### config.mk
export PLATFORM = sky130hd
export DESIGN_NAME = mem_arbiter
export DESIGN_NICKNAME = d
export VERILOG_FILES = /design/src/rtl/mem_arbiter.sv
export SDC_FILE = /design/constraint.sdc
export NUM_CORES = 1
export LEC_CHECK = 0
export BUFFER_PORTS_ARGS = -buffer_cell sky130_fd_sc_hd__buf_2
export CORE_MARGIN = 1
export CORE_UTILIZATION = 54
export CTS_CLUSTER_SIZE = 28
export DETAILED_ROUTE_END_ITERATION = 10
export PLACE_DENSITY = 0.85
export SYNTH_ARGS = -nofsm -noshare
export SYNTH_HDL_FRONTEND = slang
export SYNTH_SLANG_ARGS = --single-unit
### constraint.sdc
create_clock -name clk -period 3.85 [get_ports clk]
set_clock_uncertainty 0.2 [all_clocks]
set_input_delay 0.385 -clock clk [delete_from_list [all_inputs] [get_ports clk]]
set_output_delay 0.385 -clock clk [all_outputs]
set_load 0.03 [all_outputs]
### src/rtl/mem_arbiter.sv
// Two-requester round-robin front end for a single-port word RAM.
// Reads fetch a whole aligned block word by word. Writes store a single word.
module mem_arbiter #(
  parameter int RAM_ADDRESS_BITS = 10,
  parameter int DATA_BITS        = 32,
  parameter int BLOCK_BITS       = 2,
  localparam int BLOCK_SIZE      = 2 ** BLOCK_BITS
) (
  input  logic                                   clk,
  input  logic                                   reset_n,
  input  logic [1:0][RAM_ADDRESS_BITS-1:0]       req_address,
  input  logic [1:0]                             req_read_en,
  input  logic [1:0]                             req_write_en,
  input  logic [1:0][DATA_BITS-1:0]              req_write_data,
  output logic [1:0]                             resp_valid,
  output logic [BLOCK_SIZE-1:0][DATA_BITS-1:0]   resp_data,
  output logic [RAM_ADDRESS_BITS-1:0]            mem_address,
  output logic                                   mem_read_en,
  output logic                                   mem_write_en,
  output logic [DATA_BITS-1:0]                   mem_write_data,
  input  logic [DATA_BITS-1:0]                   mem_read_data,
  input  logic                                   mem_ack
);

  typedef enum logic [1:0] {IDLE, READ, WRITE, RESP} state_t;

  state_t                                state_q, state_d;
  logic                                  grant_q, grant_d;
  logic                                  last_grant_q, last_grant_d;
  logic [RAM_ADDRESS_BITS-1:0]           addr_q, addr_d;
  logic [DATA_BITS-1:0]                  wdata_q, wdata_d;
  logic [BLOCK_BITS-1:0]                 k_q, k_d;
  logic [BLOCK_SIZE-1:0][DATA_BITS-1:0]  buf_q, buf_d;
  logic [1:0][1:0]                       mask_q, mask_d;
  logic [1:0]                            resp_valid_q, resp_valid_d;
  logic [RAM_ADDRESS_BITS-1:0]           mem_address_q, mem_address_d;
  logic                                  mem_read_en_q, mem_read_en_d;
  logic                                  mem_write_en_q, mem_write_en_d;
  logic [DATA_BITS-1:0]                  mem_write_data_q, mem_write_data_d;

  logic [1:0] eligible;
  logic       sel;

  always_comb begin
    for (int i = 0; i < 2; i++) begin
      eligible[i] = (req_read_en[i] | req_write_en[i]) & (mask_q[i] == 2'd0);
    end
    if (eligible == 2'b11) sel = ~last_grant_q;
    else                   sel = eligible[1];
  end

  always_comb begin
    state_d      = state_q;
    grant_d      = grant_q;
    last_grant_d = last_grant_q;
    addr_d       = addr_q;
    wdata_d      = wdata_q;
    k_d          = k_q;
    buf_d        = buf_q;
    for (int i = 0; i < 2; i++) begin
      mask_d[i] = (mask_q[i] != 2'd0) ? mask_q[i] - 2'd1 : 2'd0;
    end

    case (state_q)
      IDLE: begin
        if (eligible != 2'b00) begin
          grant_d      = sel;
          last_grant_d = sel;
          addr_d       = req_address[sel];
          wdata_d      = req_write_data[sel];
          k_d          = '0;
          state_d      = req_write_en[sel] ? WRITE : READ;
        end
      end
      READ: begin
        if (mem_ack) begin
          buf_d[k_q] = mem_read_data;
          k_d        = k_q + 1'b1;  // wraps back to 0 after the last word
          if (k_q == {BLOCK_BITS{1'b1}}) state_d = RESP;
        end
      end
      WRITE: begin
        if (mem_ack) state_d = RESP;
      end
      RESP: begin
        // Holds the requester off while the cache's registered valid catches up.
        mask_d[grant_q] = 2'd2;
        state_d         = IDLE;
      end
      default: state_d = IDLE;
    endcase

    mem_read_en_d    = (state_d == READ);
    mem_write_en_d   = (state_d == WRITE);
    mem_write_data_d = (state_d == WRITE) ? wdata_d : '0;
    if (state_d == READ)       mem_address_d = {addr_d[RAM_ADDRESS_BITS-1:BLOCK_BITS], k_d};
    else if (state_d == WRITE) mem_address_d = addr_d;
    else                       mem_address_d = '0;
    resp_valid_d = (state_d == RESP) ? (grant_d ? 2'b10 : 2'b01) : 2'b00;
  end

  always_ff @(posedge clk or negedge reset_n) begin
    if (!reset_n) begin
      state_q          <= IDLE;
      grant_q          <= 1'b0;
      last_grant_q     <= 1'b1;
      addr_q           <= '0;
      wdata_q          <= '0;
      k_q              <= '0;
      buf_q            <= '0;
      mask_q           <= '0;
      resp_valid_q     <= '0;
      mem_address_q    <= '0;
      mem_read_en_q    <= 1'b0;
      mem_write_en_q   <= 1'b0;
      mem_write_data_q <= '0;
    end else begin
      state_q          <= state_d;
      grant_q          <= grant_d;
      last_grant_q     <= last_grant_d;
      addr_q           <= addr_d;
      wdata_q          <= wdata_d;
      k_q              <= k_d;
      buf_q            <= buf_d;
      mask_q           <= mask_d;
      resp_valid_q     <= resp_valid_d;
      mem_address_q    <= mem_address_d;
      mem_read_en_q    <= mem_read_en_d;
      mem_write_en_q   <= mem_write_en_d;
      mem_write_data_q <= mem_write_data_d;
    end
  end

  assign resp_valid     = resp_valid_q;
  assign resp_data      = buf_q;
  assign mem_address    = mem_address_q;
  assign mem_read_en    = mem_read_en_q;
  assign mem_write_en   = mem_write_en_q;
  assign mem_write_data = mem_write_data_q;

endmodule

==> results.py <==
metrics = {
    "clocking": {
        "postCtsSetupBuffers": 0,
        "clk_pin_slew_ns": 0.06,
        "insertion_delay_ns": 0.49,
        "cts_num_sinks": 226,
        "cts-root-buf": "clkbuf_16",
        "htreeDepth": 1,
        "cts_inserted_buffers": 23,
        "cts_tree": "yes",
        "ctsResizeCount": 0,
        "cts.path.max_buffers": 3,
    },
    "global_route": {
        "use_met2": 0.482,
        "grt_start_max_net_pins": 109,
        "grt_pass1_vias": 6548,
        "grt_busiest_layer": "met2",
        "globalRouteOverflowTotal": 0,
        "use_met3": 0.0631,
        "track_usage": 0.271,
        "use_met1": 0.314,
        "grt_pass1_wl_um": 35100,
        "antenna_found_initial": 0,
    },
    "layout": {
        "area_growth_syn_to_layout_pct": 31.2,
        "final_net_count": 1094,
        "layout-drive-gt1-share": 0.498,
        "diodes": 0,
        "fillers": 1031,
    },
    "critical_path": {
        "path_max_fanout": 68,
        "reg2reg_from": "state_q[0]",
        "r2r_cells": 5,
        "crit_path_start_kind": "register",
        "regToRegEndpoint": "mem_write_data[11]",
        "critPathRequiredTime_ns": 4.05,
        "end_kind": "register",
        "worstSetupPathType": "reg2reg",
        "rrSetupSlack_ns": 1.07,
        "cp.arrival_ns": 2.98,
    },
    "timing": {
        "fmaxAchievable_ghz": 0.360,
        "tns_ns": 0,
        "worst_slew_pin_slew_ns": 0.846,
        "setup_violations": 0,
        "hold_viol": 0,
        "worst_hold_slack_ns": 0.0180,
        "min_period_ns": 2.78,
        "slew_headroom": 0.434,
        "fin_crit_sh": 0.722,
        "rsz0062_at_grt": "false",
        "slew_violations": 0,
    },
    "routing": {
        "drtPass1Iterations": 4,
        "via_per_inst": 5.46,
        "post-route-drc-count": 0,
        "drt_iter0_markers": 231,
        "wl_um": 23700,
        "detail-route-antenna-nets": 0,
        "post_drt_wl_per_cell_um": 19.7,
        "vias": 6548,
    },
    "run": {
        "maxCapViolCount": 0,
    },
    "power": {
        "ir_drop_v": 0.000517,
        "intPower_uw": 6500,
        "p_total_uw": 11300,
        "swShare": 0.425,
        "powerDensity_mw_per_mm2": 965,
        "comb_power_share": 0.458,
        "clockPowerShare": 0.196,
        "p_leak_uw": 0.00608,
        "p_sw_uw": 4820,
        "seq_power_share": 0.346,
    },
    "place": {
        "port_buffers": 296,
        "place_congestion": 0.824,
        "hpwl_um": 14800,
    },
    "floorplan": {
        "dieArea_mm2": 0.0171,
        "die_h_um": 131,
        "core-area_mm2": 0.0160,
        "die_w_um": 131,
        "rows": 46,
        "start_util": 0.559,
        "io_pins": 297,
    },
    "yosys": {
        "netlist_top_cells_count": "225 x dfrtp_1, 136 x mux2_2, 41 x mux2i_1",
        "synth-edff-count": 0,
        "ys_top_cells_by_area": "dfrtp_1 63%, mux2_2 17%, mux2i_1 4.6%",
        "yosysUniqueCellTypes": 47,
        "ys_ff_latch": 226,
        "yosysWarnings": 0,
        "syn-instance-count": 641,
        "syn_nets": 768,
        "synth_top_area_frac": 0.630,
        "yosysTopAreaCell": "dfrtp_1",
        "ys_async_sr_fraction": 1.00,
        "syn_area_per_cell_um2": 13.9,
        "yosysSeqAreaShare": 0.633,
        "syn-cell-area_mm2": 0.00894,
        "yosysMostFrequentCell": "dfrtp_1",
        "synthFlopType": "dfrtp_1",
    },
    "status": {
        "outcome": "finished clean",
    },
    "worst_hold_path": {
        "worstHoldStart": "req_write_data[1]",
        "hold_path.class": "in2reg",
        "min_path_cells": 3,
        "hold-path-endpoint": "wdata_q[1]",
    },
}
[critical path: stages (launching register included)]
cell	delay [ns]
dfrtp_1	0.49
nor2_1	0.61
o21a_4	0.70
buf_4	0.36
nor2_1	0.08
a211oi_1	0.23
[cells in the final DEF, fill, tap and decap left out, types with 3 or more instances in the layout]
cell type	count
buf_2	295
a211oi_1	32
mux2i_1	41
buf_4	10
nor2_1	40
o21ai_0	4
dlygate4sd3_1	32
clkbuf_8	4
nand2_1	11
clkinv_2	3
a21oi_1	36
mux2_2	136
ha_1	4
dfrtp_1	225
inv_1	26
clkbuf_16	23
clkbuf_1	6
a41oi_1	8
[power groups by stage]
stage               registers (uW)  clock network, uW  logic (uW)
finish                        3920               2210        5190
global placement              3850                  0        4950
detailed placement            3900                  0        5090
CTS                           3880               2230        5150
floorplan                     5370                  0        2110
global route                  4020               2340        5530
[how the worst max path moves through the flow]
stage / from / endpoint / slack (ns) / depth (start not counted)
after global routing: state_q[0] / mem_write_data[2] / 0.83 / 5
after global placement: mask_q[1] / mem_address[5] / 1.18 / 5
after detailed placement: state_q[0] / mem_write_data[11] / 1.09 / 5
after CTS: state_q[0] / mem_write_data[11] / 1.10 / 5
after floorplan: last_grant_q / mem_address[2] / 1.67 / 6
final: state_q[0] / mem_write_data[11] / 1.07 / 5
[kinds of logic after synthesis]
family,Yosys count,synth area share
flops,226,0.633
mux,177,0.217
compound gates,95,0.0731
simple gates,74,0.0389
buf+inv,65,0.0322
fa+ha+maj,4,0.00560
[per-layer routing]
metal | vias to the layer above | share of wire
met2 | 316 | 0.51
met5 | - | 0
met1 | 3240 | 0.38
met4 | 0 | 0.037
li1 | 2929 | -
met3 | 63 | 0.076
[per-stage QoR]
step	cell area [um^2]	instances	util	setup slack, ns
final	11700	1199	0.733	1.07
after global routing	11700	1199	0.733	0.825
after CTS	11700	1199	0.733	1.10
after detailed placement	10700	1126	0.666	1.09
after global placement	10700	1126	0.666	1.18
after floorplan	8940	641	-	1.67
[sequential cells by signal, indices dropped and copies added, names as in the netlist]
signal / flops
mem_write_data: 32
mask_q: 4
mem_write_en: 1
state_q: 2
mem_address: 10
resp_valid: 2
resp_data: 128
mem_read_en: 1
grant_q: 1
k_q: 2
addr_q: 10
wdata_q: 32
last_grant_q: 1
[cell type report]
cell class / count / area, um^2 / share of cell area
timing repair buffer: 340 / 1930 / 0.164
multi-input combinational: 350 / 3030 / 0.258
clock buffer: 33 / 653 / 0.0557
tap: 216 / 270 / 0.0230
inverter: 26 / 97.6 / 0.00832
clock inverter: 8 / 100 / 0.00853
sequential: 226 / 5660 / 0.482
[what timing repair did]
item,in CTS,in global routing
hold buffers,32,0
hold endpoints to repair,217,0
setup endpoints to repair,0,0
No activity file was read; power rests on OpenSTA's default activity.
